--- config.mk ---
export PLATFORM = sky130hd
export DESIGN_NAME = seg_scan_decoder
export DESIGN_NICKNAME = d
export VERILOG_FILES = /design/src/rtl/seg_scan_decoder.sv
export SDC_FILE = /design/constraint.sdc
export NUM_CORES = 1
export LEC_CHECK = 0
export CORE_MARGIN = 2
export CORE_UTILIZATION = 52
export CTS_CLUSTER_DIAMETER = 200
export DETAILED_ROUTE_END_ITERATION = 8
export GPL_TIMING_DRIVEN = 1
export PLACE_DENSITY = 0.8
export SETUP_SLACK_MARGIN = 0.05
export SYNTH_ARGS = -nofsm -noshare
export SYNTH_HDL_FRONTEND = slang
export SYNTH_SLANG_ARGS = --single-unit
--- constraint.sdc ---
create_clock -name clk -period 2.8 [get_ports clk]
set_clock_uncertainty 0.2 [all_clocks]
set_input_delay 0.7 -clock clk [delete_from_list [all_inputs] [get_ports clk]]
set_output_delay 0.7 -clock clk [all_outputs]
set_load 0.01 [all_outputs]
--- src/rtl/seg_scan_decoder.sv ---
// seg_scan_decoder: receive side of a multiplexed 4-digit 7-segment bus.
// Synchronises anode/cathode, waits for each scanned digit to be stable,
// decodes the glyph back to hex and hands out whole frames on valid/ready.
module seg_scan_decoder #(
  parameter int STABLE_CYCLES = 16,
  parameter int FRAME_TIMEOUT = 1048576
) (
  input  logic       clk,
  input  logic       rst,
  input  logic [3:0] anode,
  input  logic [6:0] cathode,
  input  logic       frame_ready,
  output logic       frame_valid,
  output logic [3:0] digit0,
  output logic [3:0] digit1,
  output logic [3:0] digit2,
  output logic [3:0] digit3,
  output logic [3:0] blank,
  output logic [3:0] invalid,
  output logic       overrun,
  output logic       stale
);

  localparam int CW = (STABLE_CYCLES > 2) ? $clog2(STABLE_CYCLES) : 1;
  localparam int TW = $clog2(FRAME_TIMEOUT + 1);
  localparam logic [CW-1:0] CNT_MAX = CW'(STABLE_CYCLES - 1);
  localparam logic [TW-1:0] TMO     = TW'(FRAME_TIMEOUT);

  logic [3:0]      an_s1, an_s2;
  logic [6:0]      ca_s1, ca_s2;
  logic [10:0]     prev;
  logic [CW-1:0]   cnt, cnt_nxt;
  logic            captured;
  logic            legal, stable, capture, complete;
  logic [3:0]      sel, seen, seen_nxt;
  logic [3:0]      dec_val;
  logic            dec_blank, dec_inv;
  logic [3:0][3:0] slot_val, out_val;
  logic [3:0]      slot_blank, slot_inv;
  logic [TW-1:0]   tcnt;

  // two-flop synchronisers on both buses
  always_ff @(posedge clk or negedge rst) begin
    if (!rst) begin
      an_s1 <= '0; an_s2 <= '0;
      ca_s1 <= '0; ca_s2 <= '0;
    end else begin
      an_s1 <= anode;   an_s2 <= an_s1;
      ca_s1 <= cathode; ca_s2 <= ca_s1;
    end
  end

  // legality, stability count and one-shot capture strobe for the current dwell
  always_comb begin
    legal = 1'b0;
    case (an_s2)
      4'b1110, 4'b1101, 4'b1011, 4'b0111: legal = 1'b1;
      default:                            legal = 1'b0;
    endcase
    sel     = ~an_s2;
    stable  = legal && ({an_s2, ca_s2} == prev);
    cnt_nxt = '0;
    if (stable) cnt_nxt = (cnt == CNT_MAX) ? cnt : cnt + CW'(1);
    // capture on the same edge the count reaches its top, so a dwell of
    // exactly STABLE_CYCLES cycles is enough
    capture  = stable && !captured && (cnt_nxt == CNT_MAX);
    complete = (seen == 4'hF);
    seen_nxt = (complete ? 4'h0 : seen) | (capture ? sel : 4'h0);
  end

  // active-low glyph decode of the sampled cathode
  always_comb begin
    dec_val   = 4'h0;
    dec_blank = 1'b0;
    dec_inv   = 1'b0;
    case (ca_s2)
      7'h40: dec_val = 4'h0;
      7'h79: dec_val = 4'h1;
      7'h24: dec_val = 4'h2;
      7'h30: dec_val = 4'h3;
      7'h19: dec_val = 4'h4;
      7'h12: dec_val = 4'h5;
      7'h02: dec_val = 4'h6;
      7'h78: dec_val = 4'h7;
      7'h00: dec_val = 4'h8;
      7'h10: dec_val = 4'h9;
      7'h08: dec_val = 4'hA;
      7'h03: dec_val = 4'hB;
      7'h46: dec_val = 4'hC;
      7'h21: dec_val = 4'hD;
      7'h06: dec_val = 4'hE;
      7'h0E: dec_val = 4'hF;
      7'h7F: dec_blank = 1'b1;
      default: dec_inv = 1'b1;
    endcase
  end

  // stability tracking and seen mask
  always_ff @(posedge clk or negedge rst) begin
    if (!rst) begin
      prev     <= '0;
      cnt      <= '0;
      captured <= 1'b0;
      seen     <= '0;
    end else begin
      prev     <= {an_s2, ca_s2};
      cnt      <= cnt_nxt;
      captured <= stable && (captured || capture);
      seen     <= seen_nxt;
    end
  end

  // one slot per digit position; a repeat capture overwrites (latest wins)
  for (genvar i = 0; i < 4; i++) begin : g_slot
    always_ff @(posedge clk or negedge rst) begin
      if (!rst) begin
        slot_val[i]   <= '0;
        slot_blank[i] <= 1'b0;
        slot_inv[i]   <= 1'b0;
      end else if (capture && sel[i]) begin
        slot_val[i]   <= dec_val;
        slot_blank[i] <= dec_blank;
        slot_inv[i]   <= dec_inv;
      end
    end
  end

  // frame hand-off: load when the output register is free or being accepted
  always_ff @(posedge clk or negedge rst) begin
    if (!rst) begin
      frame_valid <= 1'b0;
      out_val     <= '0;
      blank       <= 4'hF;
      invalid     <= 4'h0;
      overrun     <= 1'b0;
    end else if (complete) begin
      if (!frame_valid || frame_ready) begin
        frame_valid <= 1'b1;
        out_val     <= slot_val;
        blank       <= slot_blank;
        invalid     <= slot_inv;
      end else begin
        overrun     <= 1'b1;
      end
    end else if (frame_valid && frame_ready) begin
      frame_valid <= 1'b0;
    end
  end

  // frame watchdog, cleared by any completion whether loaded or dropped
  always_ff @(posedge clk or negedge rst) begin
    if (!rst)            tcnt <= '0;
    else if (complete)   tcnt <= '0;
    else if (tcnt != TMO) tcnt <= tcnt + TW'(1);
  end

  assign stale  = (tcnt == TMO);
  assign digit0 = out_val[0];
  assign digit1 = out_val[1];
  assign digit2 = out_val[2];
  assign digit3 = out_val[3];

endmodule

==> out/results.txt, run 1 <==
CP max FO -> 4
I/O Pins -> 41
clk buf depth -> 2
GRT Resource Usage Total -> 0.2139
Clock Tree Root -> clkbuf_8
syn_area_per_cell -> 12.74 um^2
Clk Latency, worst-skew pair -> 0.51 ns
CP max-delay cell -> dfrtp_1
first drt pass iteration count -> 4
final wirelength -> 9.562 mm
EDFF count, synth -> 0
post-synthesis cell count -> 373
wire length on met3 -> 398 um
clk sink count -> 113
max-cap viol count -> 0
Final setup viols -> 0
WP buf/inv -> 2
syn nets -> 390
Slew @ Worst Pin -> 0.4888 ns
vias in the first global route -> 3298
Die Ht -> 99.60 um
PortBufs -> 40
Rows -> 34
Core ar. -> 8806 um^2
HPWL after DPL -> 6.000 mm
CTS buffer count -> 17
initial antenna violation count -> 0
pwr/cell area -> 625.7 nW/um^2
VDD IR max -> 0.0003766 V
total power -> 3.758 mW
Clk pin slew, worst setup/hold paths -> 0.06 ns
classification of the worst setup path -> reg -> out
fin crit period -> 2.631 ns
Initial Util -> 0.5396
DR top layer -> met4
DRC -> 0
Die Wd -> 99.60 um
share of post-route cells with drive strength above 1 -> 0.2677
Via density -> 5.721
n_diodes -> 0
fin crit share -> 0.9398
largest net degree at the start of global routing -> 41
most frequent cells in the layout -> 109 x dfrtp_1, 44 x mux2_2, 38 x clkdlybuf4s50_1, 26 x nor2_1, 18 x xor2_1
CP required -> 1.90 ns
H-tree depth reported by CTS -> 4
flip-flop and latch area -> 2833 um^2
Hold WC Path Type -> reg -> reg
Slew headroom -> 0.6722
Multi-input gate area -> 1858 um^2
Unique masters post-synth -> 51
routed len/inst -> 17.08 um
slowest stage delay, CP -> 0.41 ns
critical path cell sequence -> inv_2 -> ha_1 -> nor4b_2 -> nand3_1 -> nor2_2 -> buf_2
Setup crit end kind -> output port
via count -> 3204
antenna-violating nets left -> 0
RSZ-0062 raised after global routing -> yes
Leak -> 2.765 nW
status -> complete, no violations
met2 WL -> 4.703 mm
grt ovf -> 0
most common library cell in the layout ignoring fill and taps -> dfrtp_1
Fin. Hold Viols -> 0
setup TNS -> 0 ns
DRT iter0 DRCs -> 149
CTS tree -> done
#FFs+latches synth -> 113
Final nets -> 456
ys async rst share -> 1.000
sequential fraction of the synthesis area -> 0.5961
CP startpoint kind -> register
prevailing post-synth register cell -> dfrtp_1
Placer Congestion -> 0.8630
Routed met1 length -> 4.346 mm
CP delay by family, top -> simple AND/OR/NAND/NOR gates
worst endpoint data arrival time -> 1.73 ns
Synth-to-Final Area Change -> 26.41%
Die ar. -> 9919 um^2
FMAX -> 0.3800 GHz
Synthesis Warnings -> 0
first-pass GRT wire length -> 16.55 mm
Max Slew Vio Count -> 0
Filler Cell Count -> 609
mapped cell area -> 4752 um^2
-- report_power, final --
| group | switching [mW] | internal [mW] |
|---|---|---|
| clock network | 0.806 | 1.14 |
| logic | 0.0729 | 0.0518 |
| registers | 0.0253 | 1.66 |
| total | 0.904 | 2.85 |
-- final timing paths --
check	startpoint	slack [ns]	end	cells after the start
setup / recovery	tcnt[0]	0.17	stale	6
hold / removal	ca_s1[5]	0.15	ca_s2[5]	0
setup reg to reg	cnt[1]	0.17	slot_val[11]	7
hold reg to reg	ca_s1[5]	0.15	ca_s2[5]	0
max in group asynchronous	rst	1.28	blank[3]	3
min in group asynchronous	rst	0.50	an_s2[3]	2
-- cells in the mapped netlist (4+ instances only) --
library cell  count  area share
mux2_1            4      0.0095
dfstp_2           4       0.022
xnor2_1          12       0.022
nand4_1          10       0.013
nor2_1           27       0.021
clkbuf_1          9      0.0071
and3_1            4      0.0053
o21ai_0           9      0.0095
nand2_1          16       0.013
a21oi_1          11       0.012
dfrtp_1         109        0.57
nor4_1            4      0.0053
a21o_2            4      0.0074
nor4b_1           4      0.0074
nor3_1            6      0.0063
mux2_2           44        0.10
or3_1             8       0.011
nor3_4            4       0.014
xor2_1           18       0.033
inv_1             8      0.0063
nand3_1          10       0.011
-- metal layers --
layer  up-vias  GRT usage
met5         -          0
met4         0    0.06533
met3        10    0.06254
li1       1478          -
met1      1626     0.2877
met2        90     0.3399
-- worst reg2reg max path: cells and delay by family, from the launching register on --
kind	cells	cell delay [ns]
simple gates	3	0.99
mux	2	0.50
buf+inv	1	0.16
fa+ha+maj	1	0.27
flops	1	0.40
-- per-stage QoR --
stage	hold WS, ns	setup WS [ns]	std cells	cell area [um^2]	util
floorplan	0.1312	0.1864	373	4752	-
global placement	0.1315	0.07585	522	5381	0.6111
detailed placement	0.1347	-0.04407	522	5381	0.6111
CTS	0.1486	0.1186	560	5992	0.6804
global route	0.1576	0.03626	560	6007	0.6822
finish	0.1479	0.1686	560	6007	0.6822
-- registers in the layout (all words and copies together) (netlist names), 7 cells and up --
| name | count |
|---|---|
| prev | 11 |
| slot_val | 16 |
| ca_s1 | 7 |
| ca_s2 | 7 |
| tcnt | 21 |
-- logic make-up (layout without fill, tap and decap cells) --
group	after synthesis	in the layout	share of synthesized area
AOI/OAI and AO/OA	45	45	0.06556
xor gates and xnor gates	30	30	0.05529
adders and majority gates	3	3	0.007900
buffers and inverters	21	100	0.01869
DFF	113	113	0.5961
muxes	50	50	0.1180
and+or+nand+nor	111	111	0.1385
-- final cells by class --
class | count | share of cell area
Timing Repair Buffer | 60 | 0.1012
Clock buffer | 19 | 0.07353
Multi-Input combinational cell | 239 | 0.3093
Sequential cell | 113 | 0.4716
Clock inverter | 13 | 0.01687
Tap cell | 108 | 0.02250
Inverter | 8 | 0.004999
-- what timing repair did --
action	CTS	global route
pin swaps	4	0
resized for setup	9	3
hold endpoints to repair	34	0
hold buffers	1	0
endpoints found under the setup margin	25	4
setup buffers	5	0
(Power assumes the default switching activity.)
==> run 2: changes to the inputs <==
CORE_MARGIN = 8   (was 2)
==> out/results.txt, run 2 (synthesis results as in run 1) <==
Biggest register -> tcnt (unchanged)
Die Wd -> 111.6 um (was 99.60 um)
Rows -> 35 (was 34)
Die ar. -> 12450 um^2 (was 9919 um^2)
RSZ-0062 raised after global routing -> yes (unchanged)
DRT iter0 DRCs -> 134 (was 149)
I/O Pins -> 41 (unchanged)
Max Slew Vio Count -> 0 (unchanged)
CTS buffer count -> 17 (unchanged)
Combinational Power Share -> 0.031 (was 0.033)
Clk Latency, worst-skew pair -> 0.51 ns (about the same)
final instance area -> 6003 um^2 (was 6007 um^2)
DRC -> 0 (unchanged)
PortBufs -> 40 (unchanged)
CP delay by family, top -> simple AND/OR/NAND/NOR gates (unchanged)
grt ovf -> 0 (unchanged)
Clock Tree Root -> clkbuf_8 (unchanged)
Synth-to-Final Area Change -> 26.33% (was 26.41%)
CTS tree -> done (unchanged)
slowest stage delay, CP -> 0.62 ns (was 0.41 ns)
Final setup viols -> 0 (unchanged)
Setup crit end kind -> register (was output port)
CP max-delay cell -> or4b_4 (was dfrtp_1)
Slew headroom -> 0.5984 (was 0.6722)
Placer Congestion -> 0.8478 (was 0.8630)
critical path cell sequence -> ha_2 -> nand3_2 -> mux2i_1 -> or4b_4 -> nor3_4 -> buf_4 -> mux2_2 (was inv_2 -> ha_1 -> nor4b_2 -> nand3_1 -> nor2_2 -> buf_2)
Clk network pwr share -> 0.531 (was 0.519)
Final nets -> 453 (was 456)
Area after DPL -> 5365 um^2 (was 5381 um^2)
CP max FO -> 7 (was 4)
max-cap viol count -> 0 (unchanged)
final core occ -> 0.6623 (was 0.6822)
worst endpoint data arrival time -> 2.87 ns (was 1.73 ns)
final wirelength -> 9.677 mm (was 9.562 mm)
Leak -> 2.763 nW (was 2.765 nW)
Psw -> 815.5 uW (was 903.8 uW)
CP required -> 2.99 ns (was 1.90 ns)
antenna-violating nets left -> 0 (unchanged)
Via density -> 5.676 (was 5.721)
clk sink count -> 113 (unchanged)
Largest regs -> tcnt x21, slot_val x16, prev x11 (unchanged)
Slew @ Worst Pin -> 0.5959 ns (was 0.4888 ns)
Filler Cell Count -> 631 (was 609)
via count -> 3167 (was 3204)
Fin. Hold Viols -> 0 (unchanged)
n_diodes -> 0 (unchanged)
most common library cell in the layout ignoring fill and taps -> dfrtp_1 (unchanged)
routed len/inst -> 17.34 um (was 17.08 um)
initial antenna violation count -> 0 (unchanged)
HPWL after DPL -> 6.326 mm (was 6.000 mm)
Hold WC Path Type -> reg -> reg (unchanged)
CP startpoint kind -> register (unchanged)
fin crit share -> 0.9565 (was 0.9398)
share of post-route cells with drive strength above 1 -> 0.2595 (was 0.2677)
clk buf depth -> 2 (unchanged)
fin crit period -> 2.678 ns (was 2.631 ns)
WP buf/inv -> 1 (was 2)
Clk pin slew, worst setup/hold paths -> 0.06 ns (about the same)
vias in the first global route -> 3349 (was 3298)
number of flip-flops in the largest register -> 21 (unchanged)
Initial Util -> 0.5242 (was 0.5396)
Switching Share -> 0.2120 (was 0.2405)
Die Ht -> 111.6 um (was 99.60 um)
most frequent cells in the layout -> 109 x dfrtp_1, 44 x mux2_2, 38 x clkdlybuf4s50_1, 26 x nor2_1, 18 x xor2_1 (unchanged)
first-pass GRT wire length -> 16.35 mm (was 16.55 mm)
P_int -> 3.031 mW (was 2.855 mW)
VDD IR max -> 0.0004583 V (was 0.0003766 V)
H-tree depth reported by CTS -> 4 (unchanged)
FMAX -> 0.3734 GHz (was 0.3800 GHz)
first drt pass iteration count -> 5 (was 4)
pwr/cell area -> 640.7 nW/um^2 (was 625.7 nW/um^2)
status -> complete, no violations (unchanged)
classification of the worst setup path -> reg -> reg (was reg -> out)
GRT Resource Usage Total -> 0.1634 (was 0.2139)
largest net degree at the start of global routing -> 55 (was 41)
Reg power frac -> 0.439 (was 0.448)
Core ar. -> 9065 um^2 (was 8806 um^2)
==> run 2: final timing paths <==
check	start	endpoint	slack, ns	cells past startpoint
setup / recovery	cnt[1]	slot_inv[0]	0.12	7
hold reg to reg	ca_s1[5]	ca_s2[5]	0.15	0
min in group asynchronous	rst	an_s1[3]	0.52	2
max in group asynchronous	rst	blank[0]	1.19	3
hold / removal	ca_s1[5]	ca_s2[5]	0.15	0
setup reg to reg	cnt[1]	slot_inv[0]	0.12	7
==> run 2: layout make-up <==
type / count / area [um^2] / share of cell area
sequential: 113 / 2833 / 0.4719
tap: 111 / 138.9 / 0.02313
multi-input combinational: 239 / 1873 / 0.3120
clock inverter: 9 / 108.9 / 0.01813
clock buffer: 21 / 459.2 / 0.07649
inverter: 8 / 30.03 / 0.005002
timing repair buffer: 57 / 560.5 / 0.09337
==> run 2: what timing repair did <==
item | in CTS | in global routing
endpoints found under the setup margin | 25 | 23
setup buffers | 0 | 3
pin swaps | 3 | 1
resized for setup | 11 | 3
hold buffers | 1 | 0
endpoints found under the hold margin | 40 | 0
==> run 2: per-stage QoR <==
step / cells / setup TNS [ns] / setup WS, ns / total power [mW] / hold WS [ns]
final: 558 / 0 / 0.1218 / 3.846 / 0.1469
after global routing: 558 / -0.01674 / -0.01674 / 3.957 / 0.1542
after CTS: 555 / 0 / 0.1057 / 3.871 / 0.1490
after detailed placement: 524 / -0.4551 / -0.06233 / 1.831 / 0.1362
after global placement: 524 / 0 / 0.06801 / 1.825 / 0.1321
after floorplan: 373 / 0 / 0.1864 / 1.760 / 0.1312
==> run 2: worst reg2reg max path: stages, from the launching register on <==
cell and delay, ns:
dfrtp_1 0.40, ha_2 0.28, nand3_2 0.13, mux2i_1 0.17, or4b_4 0.62, nor3_4 0.21, buf_4 0.19, mux2_2 0.35
==> run 2: routing by layer <==
metal / up-vias / share of wire / global-route usage
met2: 68 / 0.50 / 0.2634
li1: 1457 / - / -
met5: - / 0 / 0
met3: 11 / 0.047 / 0.06223
met4: 0 / 0.0095 / 0.05014
met1: 1631 / 0.44 / 0.1988
==> run 2: power by group through the flow <==
stage          combinational, mW  sequential (mW)  clock [mW]
3_5_place_dp               0.117             1.71           0
2_1_floorplan             0.0601             1.70           0
6_report                   0.117             1.69        2.04
5_1_grt                    0.133             1.69        2.13
4_1_cts                    0.119             1.69        2.07
3_3_place_gp               0.113             1.71           0
==> run 3: changes to the inputs <==
CORE_UTILIZATION = 30   (was 52)
PLACE_DENSITY = 0.53   (was 0.8)
==> out/results.txt, run 3 (synthesis results as in run 1) <==
vias in the first global route -> 3142 (was 3349)
WP buf/inv -> 1 (unchanged)
Hold WC Path Type -> in -> async (was reg -> reg)
n_diodes -> 0 (unchanged)
Max Slew Vio Count -> 0 (unchanged)
Placer Congestion -> 0.7640 (was 0.8478)
max-cap viol count -> 0 (unchanged)
first drt pass iteration count -> 4 (was 5)
via count -> 3063 (was 3167)
Synth-to-Final Area Change -> 29.57% (was 26.33%)
Area after DPL -> 5549 um^2 (was 5365 um^2)
fin crit period -> 2.607 ns (was 2.678 ns)
I/O Pins -> 41 (unchanged)
Die ar. -> 20120 um^2 (was 12450 um^2)
Filler Cell Count -> 1499 (was 631)
HPWL after DPL -> 6.652 mm (was 6.326 mm)
first-pass GRT wire length -> 16.62 mm (was 16.35 mm)
final wirelength -> 9.829 mm (was 9.677 mm)
Final setup viols -> 0 (unchanged)
H-tree depth reported by CTS -> 4 (unchanged)
Final nets -> 452 (was 453)
Clock Tree Root -> clkbuf_16 (was clkbuf_8)
Multi-input gate area -> 1851 um^2 (was 1873 um^2)
Fin. Hold Viols -> 0 (unchanged)
status -> complete, no violations (unchanged)
Biggest register -> tcnt (unchanged)
largest net degree at the start of global routing -> 50 (was 55)
placed cells -> 631 (was 524)
GRT Resource Usage Total -> 0.1075 (was 0.1634)
routed len/inst -> 14.80 um (was 17.34 um)
fin crit share -> 0.9312 (was 0.9565)
Die Wd -> 141.9 um (was 111.6 um)
CP delay by family, top -> simple AND/OR/NAND/NOR gates (unchanged)
RSZ-0062 raised after global routing -> no (was yes)
setup TNS -> 0 ns (unchanged)
CP max-delay cell -> or4b_4 (unchanged)
final cell count without fillers -> 664 (was 558)
number of flip-flops in the largest register -> 21 (unchanged)
VDD IR max -> 0.0004783 V (was 0.0004583 V)
clk buf depth -> 2 (unchanged)
share of post-route cells with drive strength above 1 -> 0.2522 (was 0.2595)
Initial Util -> 0.3035 (was 0.5242)
FMAX -> 0.3835 GHz (was 0.3734 GHz)
flip-flop and latch area -> 2833 um^2 (unchanged)
most frequent cells in the layout -> 109 x dfrtp_1, 44 x mux2_2, 38 x clkdlybuf4s50_1, 26 x nor2_1, 18 x xor2_1 (unchanged)
worst endpoint data arrival time -> 2.69 ns (was 2.87 ns)
DRC -> 0 (unchanged)
grt ovf -> 0 (unchanged)
Via density -> 4.613 (was 5.676)
Largest regs -> tcnt x21, slot_val x16, prev x11 (unchanged)
CTS buffer count -> 17 (unchanged)
Core ar. -> 15660 um^2 (was 9065 um^2)
initial antenna violation count -> 0 (unchanged)
Slew headroom -> 0.5365 (was 0.5984)
Setup crit end kind -> register (unchanged)
CP required -> 2.88 ns (was 2.99 ns)
Leak -> 2.780 nW (was 2.763 nW)
Clk Latency, worst-skew pair -> 0.41 ns (was 0.51 ns)
Clk pin slew, worst setup/hold paths -> 0.06 ns (about the same)
final instance area -> 6157 um^2 (was 6003 um^2)
Hold Slack -> 0.05018 ns (was 0.1469 ns)
PortBufs -> 40 (unchanged)
Die Ht -> 141.9 um (was 111.6 um)
Slew @ Worst Pin -> 0.6863 ns (was 0.5959 ns)
classification of the worst setup path -> reg -> reg (unchanged)
CP max FO -> 7 (unchanged)
most common library cell in the layout ignoring fill and taps -> dfrtp_1 (unchanged)
Rows -> 46 (was 35)
critical path cell sequence -> ha_1 -> nand3_2 -> mux2i_1 -> or4b_4 -> nor3_4 -> buf_12 -> mux2_1 (was ha_2 -> nand3_2 -> mux2i_1 -> or4b_4 -> nor3_4 -> buf_4 -> mux2_2)
DRT iter0 DRCs -> 189 (was 134)
CP startpoint kind -> register (unchanged)
pwr/cell area -> 636.6 nW/um^2 (was 640.7 nW/um^2)
CTS tree -> done (unchanged)
slowest stage delay, CP -> 0.61 ns (was 0.62 ns)
antenna-violating nets left -> 0 (unchanged)
clk sink count -> 113 (unchanged)
-- run 3: cell count changes in the layout (fill, tap and decap cells not counted), sizes merged --
cell	before	now
inv	8	12
clkinv	6	7
buf	18	17
clkbuf	21	19
dlygate4sd3	1	0
-- run 3: final timing paths --
kind                          start             to  slack [ns]  cells after the start
max in group asynchronous       rst    slot_val[9]        1.59                      2
setup / recovery             cnt[1]  slot_blank[0]        0.19                      7
min in group clk           ca_s1[3]       ca_s2[3]        0.15                      0
hold reg to reg            ca_s1[3]       ca_s2[3]        0.15                      0
setup reg to reg             cnt[1]  slot_blank[0]        0.19                      7
hold / removal                  rst       an_s2[3]        0.05                      1
-- run 3: per-layer routing --
metal  part of all wire  GRT usage
met4              0.018    0.06444
met1               0.48     0.1359
met2               0.47     0.1596
met3              0.036    0.03159
met5                  0          0
-- run 3: worst register-to-register path, cell delays in order (launching register included) --
cell	delay (ns)
dfrtp_1	0.38
ha_1	0.28
nand3_2	0.13
mux2i_1	0.16
or4b_4	0.61
nor3_4	0.25
buf_12	0.15
mux2_1	0.33
-- run 3: area by class of cell --
| type | count | area share |
|---|---|---|
| Sequential cell | 113 | 0.4601 |
| Multi-Input combinational cell | 239 | 0.3005 |
| Timing Repair Buffer | 56 | 0.09551 |
| Clock buffer | 18 | 0.06970 |
| Tap cell | 216 | 0.04389 |
| Clock inverter | 14 | 0.02540 |
| Inverter | 8 | 0.004877 |
-- run 3: power breakdown --
group	internal [mW]	switching, mW	leakage (nW)
Combinational	0.0470	0.0677	1.02
Sequential	1.66	0.0273	1.47
Clock	1.32	0.797	0.286
-- run 3: what timing repair did --
action | CTS | global route
endpoints found under the setup margin | 24 | 1
pin swaps | 1 | 0
endpoints found under the hold margin | 0 | 0
hold buffers | 0 | 0
resized for setup | 5 | 2
setup buffers | 1 | 0
-- run 3: metrics by stage --
| stage | util | total power [mW] | worst slack (ns) |
|---|---|---|---|
| final | 0.3933 | 3.919 | 0.1926 |
| after global routing | 0.3933 | 4.075 | 0.07763 |
| after CTS | 0.3935 | 3.982 | 0.07489 |
| after detailed placement | 0.3545 | 1.831 | -0.01333 |
| after global placement | 0.3545 | 1.828 | 0.07232 |
| after floorplan | - | 1.760 | 0.1864 |
